[src/rtl/serdes_tx_scheduler_if.sv]
// serdes_tx_scheduler_if: requester and serializer-side bundle.
// master = traffic source/sink, slave = scheduler.
interface serdes_tx_scheduler_if #(
  parameter int NUM_REQ = 4
);
  logic [NUM_REQ-1:0]   i_req_valid;
  logic [NUM_REQ*8-1:0] i_req_data;
  logic [NUM_REQ-1:0]   i_req_last;
  logic [NUM_REQ-1:0]   o_req_ready;
  logic                 i_word_req;
  logic [7:0]           o_data;
  logic                 o_k;
  logic                 o_data_valid;
  logic [2:0]           o_grant_id;
  logic                 o_busy;

  modport master (
    output i_req_valid, i_req_data, i_req_last,
    output i_word_req,
    input  o_req_ready, o_data, o_k,
    input  o_data_valid, o_grant_id, o_busy
  );

  modport slave (
    input  i_req_valid, i_req_data, i_req_last,
    input  i_word_req,
    output o_req_ready, o_data, o_k,
    output o_data_valid, o_grant_id, o_busy
  );
endinterface

[src/rtl/serdes_tx_scheduler.sv]
// serdes_tx_scheduler: round-robin packet scheduler feeding one 8b/10b lane.
// Ports: clk, i_rst_n (sync, active-low), bus (requesters + serializer words).
module serdes_tx_scheduler #(
  parameter int NUM_REQ      = 4,
  parameter int DATA_WIDTH   = 8,
  parameter int MAX_BURST    = 16,
  parameter int ALIGN_PERIOD = 256
) (
  input  logic                  clk,
  input  logic                  i_rst_n,
  serdes_tx_scheduler_if.slave  bus
);

  localparam int AW = $clog2(ALIGN_PERIOD);
  localparam logic [AW-1:0] ALIGN_MAX = AW'(ALIGN_PERIOD - 1);
  localparam logic [7:0] BURST_MAX = 8'(MAX_BURST);

  localparam logic [1:0] S_IDLE = 2'd0;
  localparam logic [1:0] S_HDR  = 2'd1;
  localparam logic [1:0] S_DATA = 2'd2;

  localparam logic [7:0] K_COMMA = 8'hBC;
  localparam logic [7:0] K_SOF   = 8'hFB;
  localparam logic [7:0] K_EOF   = 8'hFD;
  localparam logic [7:0] K_EOFC  = 8'hF7;
  localparam logic [7:0] K_STALL = 8'h1C;

  logic [1:0]    r_state;
  logic [2:0]    r_grant;
  logic [2:0]    r_last;
  logic [7:0]    r_burst;
  logic [AW-1:0] r_align;
  logic          r_term;
  logic          r_cont;
  logic [7:0]    r_data;
  logic          r_k;
  logic          r_dv;
  logic          r_busy;

  logic [NUM_REQ-1:0]    w_gsel;
  logic                  w_gvalid;
  logic                  w_glast;
  logic [DATA_WIDTH-1:0] w_gdata;
  logic                  w_hi_found;
  logic                  w_lo_found;
  logic [2:0]            w_hi;
  logic [2:0]            w_lo;
  logic [2:0]            w_pick;
  logic                  w_any;
  logic                  w_align_pend;
  logic [AW-1:0]         w_align_nx;
  logic [7:0]            w_burst_nx;
  logic                  w_take;

  always_comb begin
    w_gsel  = '0;
    w_gdata = '0;
    for (int j = 0; j < NUM_REQ; j++) begin
      w_gsel[j] = (r_grant == 3'(j));
      if (w_gsel[j])
        w_gdata = bus.i_req_data[j*DATA_WIDTH +: DATA_WIDTH];
    end
  end

  assign w_gvalid = |(bus.i_req_valid & w_gsel);
  assign w_glast  = |(bus.i_req_last & w_gsel);

  // First valid above r_last wins; otherwise wrap to lowest valid.
  always_comb begin
    w_hi_found = 1'b0;
    w_lo_found = 1'b0;
    w_hi       = 3'd0;
    w_lo       = 3'd0;
    for (int j = 0; j < NUM_REQ; j++) begin
      if (bus.i_req_valid[j] && !w_hi_found && (3'(j) > r_last)) begin
        w_hi       = 3'(j);
        w_hi_found = 1'b1;
      end
      if (bus.i_req_valid[j] && !w_lo_found) begin
        w_lo       = 3'(j);
        w_lo_found = 1'b1;
      end
    end
    w_pick = w_hi_found ? w_hi : w_lo;
  end

  assign w_any        = |bus.i_req_valid;
  assign w_align_pend = (r_align == ALIGN_MAX);
  assign w_align_nx   = w_align_pend ? r_align : r_align + 1'b1;
  assign w_burst_nx   = r_burst + 8'd1;

  // A terminator slot never consumes a byte.
  assign w_take = bus.i_word_req && (r_state == S_DATA) &&
                  !r_term && w_gvalid;

  assign bus.o_req_ready  = w_take ? w_gsel : '0;
  assign bus.o_data       = r_data;
  assign bus.o_k          = r_k;
  assign bus.o_data_valid = r_dv;
  assign bus.o_grant_id   = r_grant;
  assign bus.o_busy       = r_busy;

  always_ff @(posedge clk) begin
    if (!i_rst_n) begin
      r_state <= S_IDLE;
      r_grant <= 3'd0;
      r_last  <= 3'(NUM_REQ - 1);
      r_burst <= 8'd0;
      r_align <= '0;
      r_term  <= 1'b0;
      r_cont  <= 1'b0;
      r_data  <= 8'h00;
      r_k     <= 1'b0;
      r_dv    <= 1'b0;
      r_busy  <= 1'b0;
    end else begin
      r_dv <= bus.i_word_req;
      if (bus.i_word_req) begin
        unique case (r_state)
          S_IDLE: begin
            if (w_align_pend || !w_any) begin
              r_data  <= K_COMMA;
              r_k     <= 1'b1;
              r_align <= '0;
            end else begin
              r_grant <= w_pick;
              r_last  <= w_pick;
              r_data  <= K_SOF;
              r_k     <= 1'b1;
              r_busy  <= 1'b1;
              r_burst <= 8'd0;
              r_align <= w_align_nx;
              r_state <= S_HDR;
            end
          end
          S_HDR: begin
            r_data  <= {5'b0, r_grant};
            r_k     <= 1'b0;
            r_align <= w_align_nx;
            r_state <= S_DATA;
          end
          S_DATA: begin
            r_align <= w_align_nx;
            if (r_term) begin
              r_data  <= r_cont ? K_EOFC : K_EOF;
              r_k     <= 1'b1;
              r_busy  <= 1'b0;
              r_term  <= 1'b0;
              r_state <= S_IDLE;
            end else if (w_gvalid) begin
              r_data  <= w_gdata;
              r_k     <= 1'b0;
              r_burst <= w_burst_nx;
              if (w_glast) begin
                r_term <= 1'b1;
                r_cont <= 1'b0;
              end else if (w_burst_nx == BURST_MAX) begin
                r_term <= 1'b1;
                r_cont <= 1'b1;
              end
            end else begin
              r_data <= K_STALL;
              r_k    <= 1'b1;
            end
          end
          default: r_state <= S_IDLE;
        endcase
      end
    end
  end

endmodule

[src/flat_wrapper.sv]
// flat-port wrapper written by rule: the top's interface ports become plain ports
module serdes_tx_scheduler_flat 
#(
  parameter int NUM_REQ      = 4,
  parameter int DATA_WIDTH   = 8,
  parameter int MAX_BURST    = 16,
  parameter int ALIGN_PERIOD = 256
)
  (clk, i_rst_n, bus_i_req_valid, bus_i_req_data, bus_i_req_last, bus_i_word_req, bus_o_req_ready, bus_o_data, bus_o_k, bus_o_data_valid, bus_o_grant_id, bus_o_busy);
  serdes_tx_scheduler_if #(.NUM_REQ(NUM_REQ)) bus_i ();
  input  logic clk;
  input  logic i_rst_n;
  input wire logic [$bits(bus_i.i_req_valid)-1:0] bus_i_req_valid;
  input wire logic [$bits(bus_i.i_req_data)-1:0] bus_i_req_data;
  input wire logic [$bits(bus_i.i_req_last)-1:0] bus_i_req_last;
  input wire logic [$bits(bus_i.i_word_req)-1:0] bus_i_word_req;
  output wire logic [$bits(bus_i.o_req_ready)-1:0] bus_o_req_ready;
  output wire logic [$bits(bus_i.o_data)-1:0] bus_o_data;
  output wire logic [$bits(bus_i.o_k)-1:0] bus_o_k;
  output wire logic [$bits(bus_i.o_data_valid)-1:0] bus_o_data_valid;
  output wire logic [$bits(bus_i.o_grant_id)-1:0] bus_o_grant_id;
  output wire logic [$bits(bus_i.o_busy)-1:0] bus_o_busy;
  assign bus_i.i_req_valid = bus_i_req_valid;
  assign bus_i.i_req_data = bus_i_req_data;
  assign bus_i.i_req_last = bus_i_req_last;
  assign bus_i.i_word_req = bus_i_word_req;
  assign bus_o_req_ready = bus_i.o_req_ready;
  assign bus_o_data = bus_i.o_data;
  assign bus_o_k = bus_i.o_k;
  assign bus_o_data_valid = bus_i.o_data_valid;
  assign bus_o_grant_id = bus_i.o_grant_id;
  assign bus_o_busy = bus_i.o_busy;
  serdes_tx_scheduler #(.NUM_REQ(NUM_REQ), .DATA_WIDTH(DATA_WIDTH), .MAX_BURST(MAX_BURST), .ALIGN_PERIOD(ALIGN_PERIOD)) u_core (.clk(clk), .i_rst_n(i_rst_n), .bus(bus_i));
endmodule
[config.mk]
export PLATFORM = sky130hd
export DESIGN_NAME = serdes_tx_scheduler_flat
export DESIGN_NICKNAME = d
export VERILOG_FILES = /design/src/rtl/serdes_tx_scheduler_if.sv /design/src/rtl/serdes_tx_scheduler.sv /design/src/flat_wrapper.sv
export SDC_FILE = /design/constraint.sdc
export NUM_CORES = 1
export LEC_CHECK = 0
export CORE_ASPECT_RATIO = 0.9
export CORE_UTILIZATION = 30
export CTS_CLUSTER_SIZE = 28
export DETAILED_ROUTE_END_ITERATION = 7
export HOLD_SLACK_MARGIN = 0.1
export PLACE_DENSITY = 0.66
export RECOVER_POWER = 25
export SYNTH_ARGS = -nofsm -noshare
export SYNTH_HDL_FRONTEND = slang
export SYNTH_SLANG_ARGS = --single-unit
export TNS_END_PERCENT = 10
[constraint.sdc]
create_clock -name clk -period 4.8 [get_ports clk]
set_input_delay 0.96 -clock clk [delete_from_list [all_inputs] [get_ports clk]]
set_output_delay 0.96 -clock clk [all_outputs]
set_load 0.005 [all_outputs]
==> flow_metrics.env <==
export IMPL_power_density_mw_per_mm2=242
export IMPL_dp_cells=392
export IMPL_nets=360
export IMPL_drt_wl_total_um=5920
export IMPL_die_y_um=82.4
export IMPL_ant_nets=0
export IMPL_seqPwrFrac_pct=45.1
export IMPL_worstSkewPairLatency_ns=0.29
export IMPL_final_cells=400
export IMPL_p_leak_nw=1.06
export IMPL_area_delta_synth_final_pct=34.0
export IMPL_yosysSeqAreaShare_pct=32.6
export IMPL_critPathBufInv=2
export IMPL_dr_first_iter_drc_count=123
export IMPL_mostFrequentLayoutCells="clkdlybuf4s50_1, dfxtp_1, a21oi_1"
export IMPL_grt_pass1_vias=1978
export IMPL_synthArstFlopShare_pct=0
export IMPL_num_rows=28
export IMPL_grt_overflow=0
export IMPL_clockBufferDepth=2
export IMPL_status="finished clean"
export IMPL_grt_pass1_wl_um=9510
export IMPL_syn_inst=255
export IMPL_slowest_stage="clkdlybuf4s50_1"
export IMPL_fin_ws_ns=0.837
export IMPL_grt_use_met3_pct=2.84
export IMPL_crit_required_ns=3.84
export IMPL_reg2reg_setup_slack_ns=2.21
export IMPL_regToRegEndpoint="u_core.r_burst[1]$_SDFFE_PN0P_"
export IMPL_layout_drive_gt1_share_pct=7.42
export IMPL_globalRouteMet2Util_pct=25.6
export IMPL_hold_path_endpoint="u_core.bus.o_data[4]$_SDFFE_PN0P_"
export IMPL_drcViolationCount=0
export IMPL_hpwl_um=4520
export IMPL_grt_max_degree=25
export IMPL_crit_fanout=8
export IMPL_ys_flop_type="dfxtp_1"
export IMPL_crit_chain="clkdlybuf4s50_1 > mux4_2 > nand2_4 > nor2_1 > and3_1 > clkdlybuf4s50_1"
export IMPL_rsz0062_at_grt="no"
export IMPL_reg2reg_depth=7
export IMPL_h_tree_depth=2
export IMPL_design_area_mm2=0.00288
export IMPL_ir_drop_mv=0.103
export IMPL_detail_route_wl_per_cell_um=14.8
export IMPL_avgViaCountPerCell=5.30
export IMPL_grt_use_total_pct=15.9
export IMPL_vias=2119
export IMPL_p_sw_mw=0.201
export IMPL_drt_pass1_iterations=4
export IMPL_grt_antenna_before_repair=0
export IMPL_ios=61
export IMPL_worstHoldStart="u_core.bus.o_data[4]$_SDFFE_PN0P_"
export IMPL_die_w_um=91.3
export IMPL_critPathKind="input pin to primary output"
export IMPL_drv_slew=0
export IMPL_syn_nets=306
export IMPL_cpMostUsedCell="clkdlybuf4s50_1"
export IMPL_synth_cell_types=51
export IMPL_final_common_cell="clkdlybuf4s50_1"
export IMPL_netlist_area_mm2=0.00215
export IMPL_worst_hold_slack_ns=0.448
export IMPL_grt_busiest_layer="met2"
export IMPL_hold_class="flip-flop to flip-flop"
export IMPL_cp_top_family="buffers and inverters"
export IMPL_cap_violations=0
export IMPL_synth_edf_count=0
export IMPL_fmax_mhz=252
export IMPL_postCtsHoldBufs=0
export IMPL_clock_sinks=35
export IMPL_combPwrFrac_pct=24.4
export IMPL_utilization_pct=42.7
export IMPL_place_area_mm2=0.00280
export IMPL_portBuffers=59
export IMPL_tightest_slew_ns=0.823
export IMPL_final_setup_viol_count=0
export IMPL_grtUsageMet1_pct=22.0
export IMPL_dieArea_mm2=0.00752
export IMPL_finalHoldViolCount=0
export IMPL_hold_depth=2
export IMPL_finClkSkew_ns=0.0112
export IMPL_ctsResizeCount=0
export IMPL_clk_pin_slew_ns=0.06
export IMPL_cts_root_buf="clkbuf_8"
export IMPL_period_needed_ns=3.96
export IMPL_end_kind="primary output"
export IMPL_p_sw_share_pct=28.8
export IMPL_setup_tns_ns=0
export IMPL_crit_path_start_kind="input pin"
export IMPL_slew_headroom_pct=45.1
export IMPL_reg2reg_from="u_core.r_state[0]$_SDFFE_PN0P_"
export IMPL_synth_warning_count=0
export IMPL_finalPower_mw=0.699
export IMPL_initial_utilization_pct=31.8
export IMPL_fin_crit_sh_pct=82.6
export IMPL_core_mm2=0.00676
export IMPL_p_clk_share_pct=30.5
export IMPL_post_place_ws_ns=0.832
export IMPL_gp_congestion=0.833
export IMPL_post_cts_buffers=0
export IMPL_ys_ff_latch=35
export IMPL_antenna_cells=0
export IMPL_critPathArrivalTime_ns=3.00
export IMPL_syn_avg_cell_area_um2=8.44
export IMPL_critPathMaxStageDelay_ns=0.57
export IMPL_internal_power_mw=0.497
export IMPL_cts_tree="done"
export IMPL_numCtsBuffers=5
[worst max path at each step]
stage | start | end | cells past startpoint
after CTS | bus_i_req_valid[3] | bus_o_req_ready[3] | 6
after global routing | bus_i_req_valid[3] | bus_o_req_ready[3] | 6
final | bus_i_req_valid[3] | bus_o_req_ready[3] | 6
after global placement | bus_i_req_valid[3] | bus_o_req_ready[3] | 6
after detailed placement | bus_i_req_valid[3] | bus_o_req_ready[2] | 6
after floorplan | bus_i_req_valid[3] | bus_o_req_ready[2] | 4
[registers in the layout, indices dropped and copies added (netlist names)]
signal / count
u_core.r_state: 2
u_core.r_burst: 8
u_core.r_last: 2
u_core.bus.o_data: 8
u_core.bus.o_grant_id: 2
u_core.r_cont: 1
u_core.bus.o_busy: 1
u_core.r_term: 1
u_core.bus.o_k: 1
u_core.bus.o_data_valid: 1
u_core.r_align: 8
[cells by family after synthesis]
group / Yosys count / synth area share, %
buffers and inverters: 24 / 4.88
flip-flops: 35 / 32.6
other: 1 / 0.174
XOR/XNOR: 4 / 1.63
multiplexers: 17 / 13.1
AO/OA/AOI/OAI: 76 / 22.1
adder cells (fa/ha/maj): 8 / 4.65
AND/OR/NAND/NOR: 90 / 20.9
[worst reg2reg max path, stage by stage, from the launching register on]
cell and delay, ns:
dfxtp_1 0.35, inv_1 0.09, ha_1 0.45, nor2b_1 0.60
nand2_4 0.16, a221o_1 0.46, or2_1 0.28, a21oi_2 0.13
[cell type report]
cell class / instances / area (um2)
Clock buffer: 7 / 76.3
Clock inverter: 1 / 5.00
Fill cell: 685 / 3880
Inverter: 10 / 37.5
Multi-Input combinational cell: 196 / 1350
Sequential cell: 35 / 701
Tap cell: 90 / 113
Timing Repair Buffer: 61 / 606
[power groups by stage]
stage	clock [mW]	combinational, mW	sequential (mW)
2_1_floorplan	0	0.0948	0.321
3_3_place_gp	0	0.172	0.322
3_5_place_dp	0	0.174	0.322
4_1_cts	0.215	0.175	0.316
5_1_grt	0.226	0.186	0.317
6_report	0.213	0.171	0.315
[Yosys cell counts (4+ instances only)]
cell type / count / share of area [%]
dfxtp_1: 35 / 33
and3_1: 5 / 1.5
o21ai_0: 15 / 3.5
a31oi_1: 5 / 1.5
mux4_2: 9 / 9.4
a211oi_1: 4 / 1.4
a21oi_1: 28 / 6.5
mux2i_1: 8 / 3.7
nor2_1: 19 / 3.3
nor3_1: 6 / 1.4
clkbuf_1: 9 / 1.6
nand2_1: 27 / 4.7
inv_1: 10 / 1.7
nand2b_1: 4 / 1.2
ha_1: 8 / 4.7
nand3_1: 9 / 2.1
[layer usage]
layer	part of all wire [%]	vias to the layer above
met3	5.0	6
li1	-	1052
met1	50	999
met5	0	-
met4	0.68	0
met2	44	62
No activity file was read; power rests on OpenSTA's default activity.
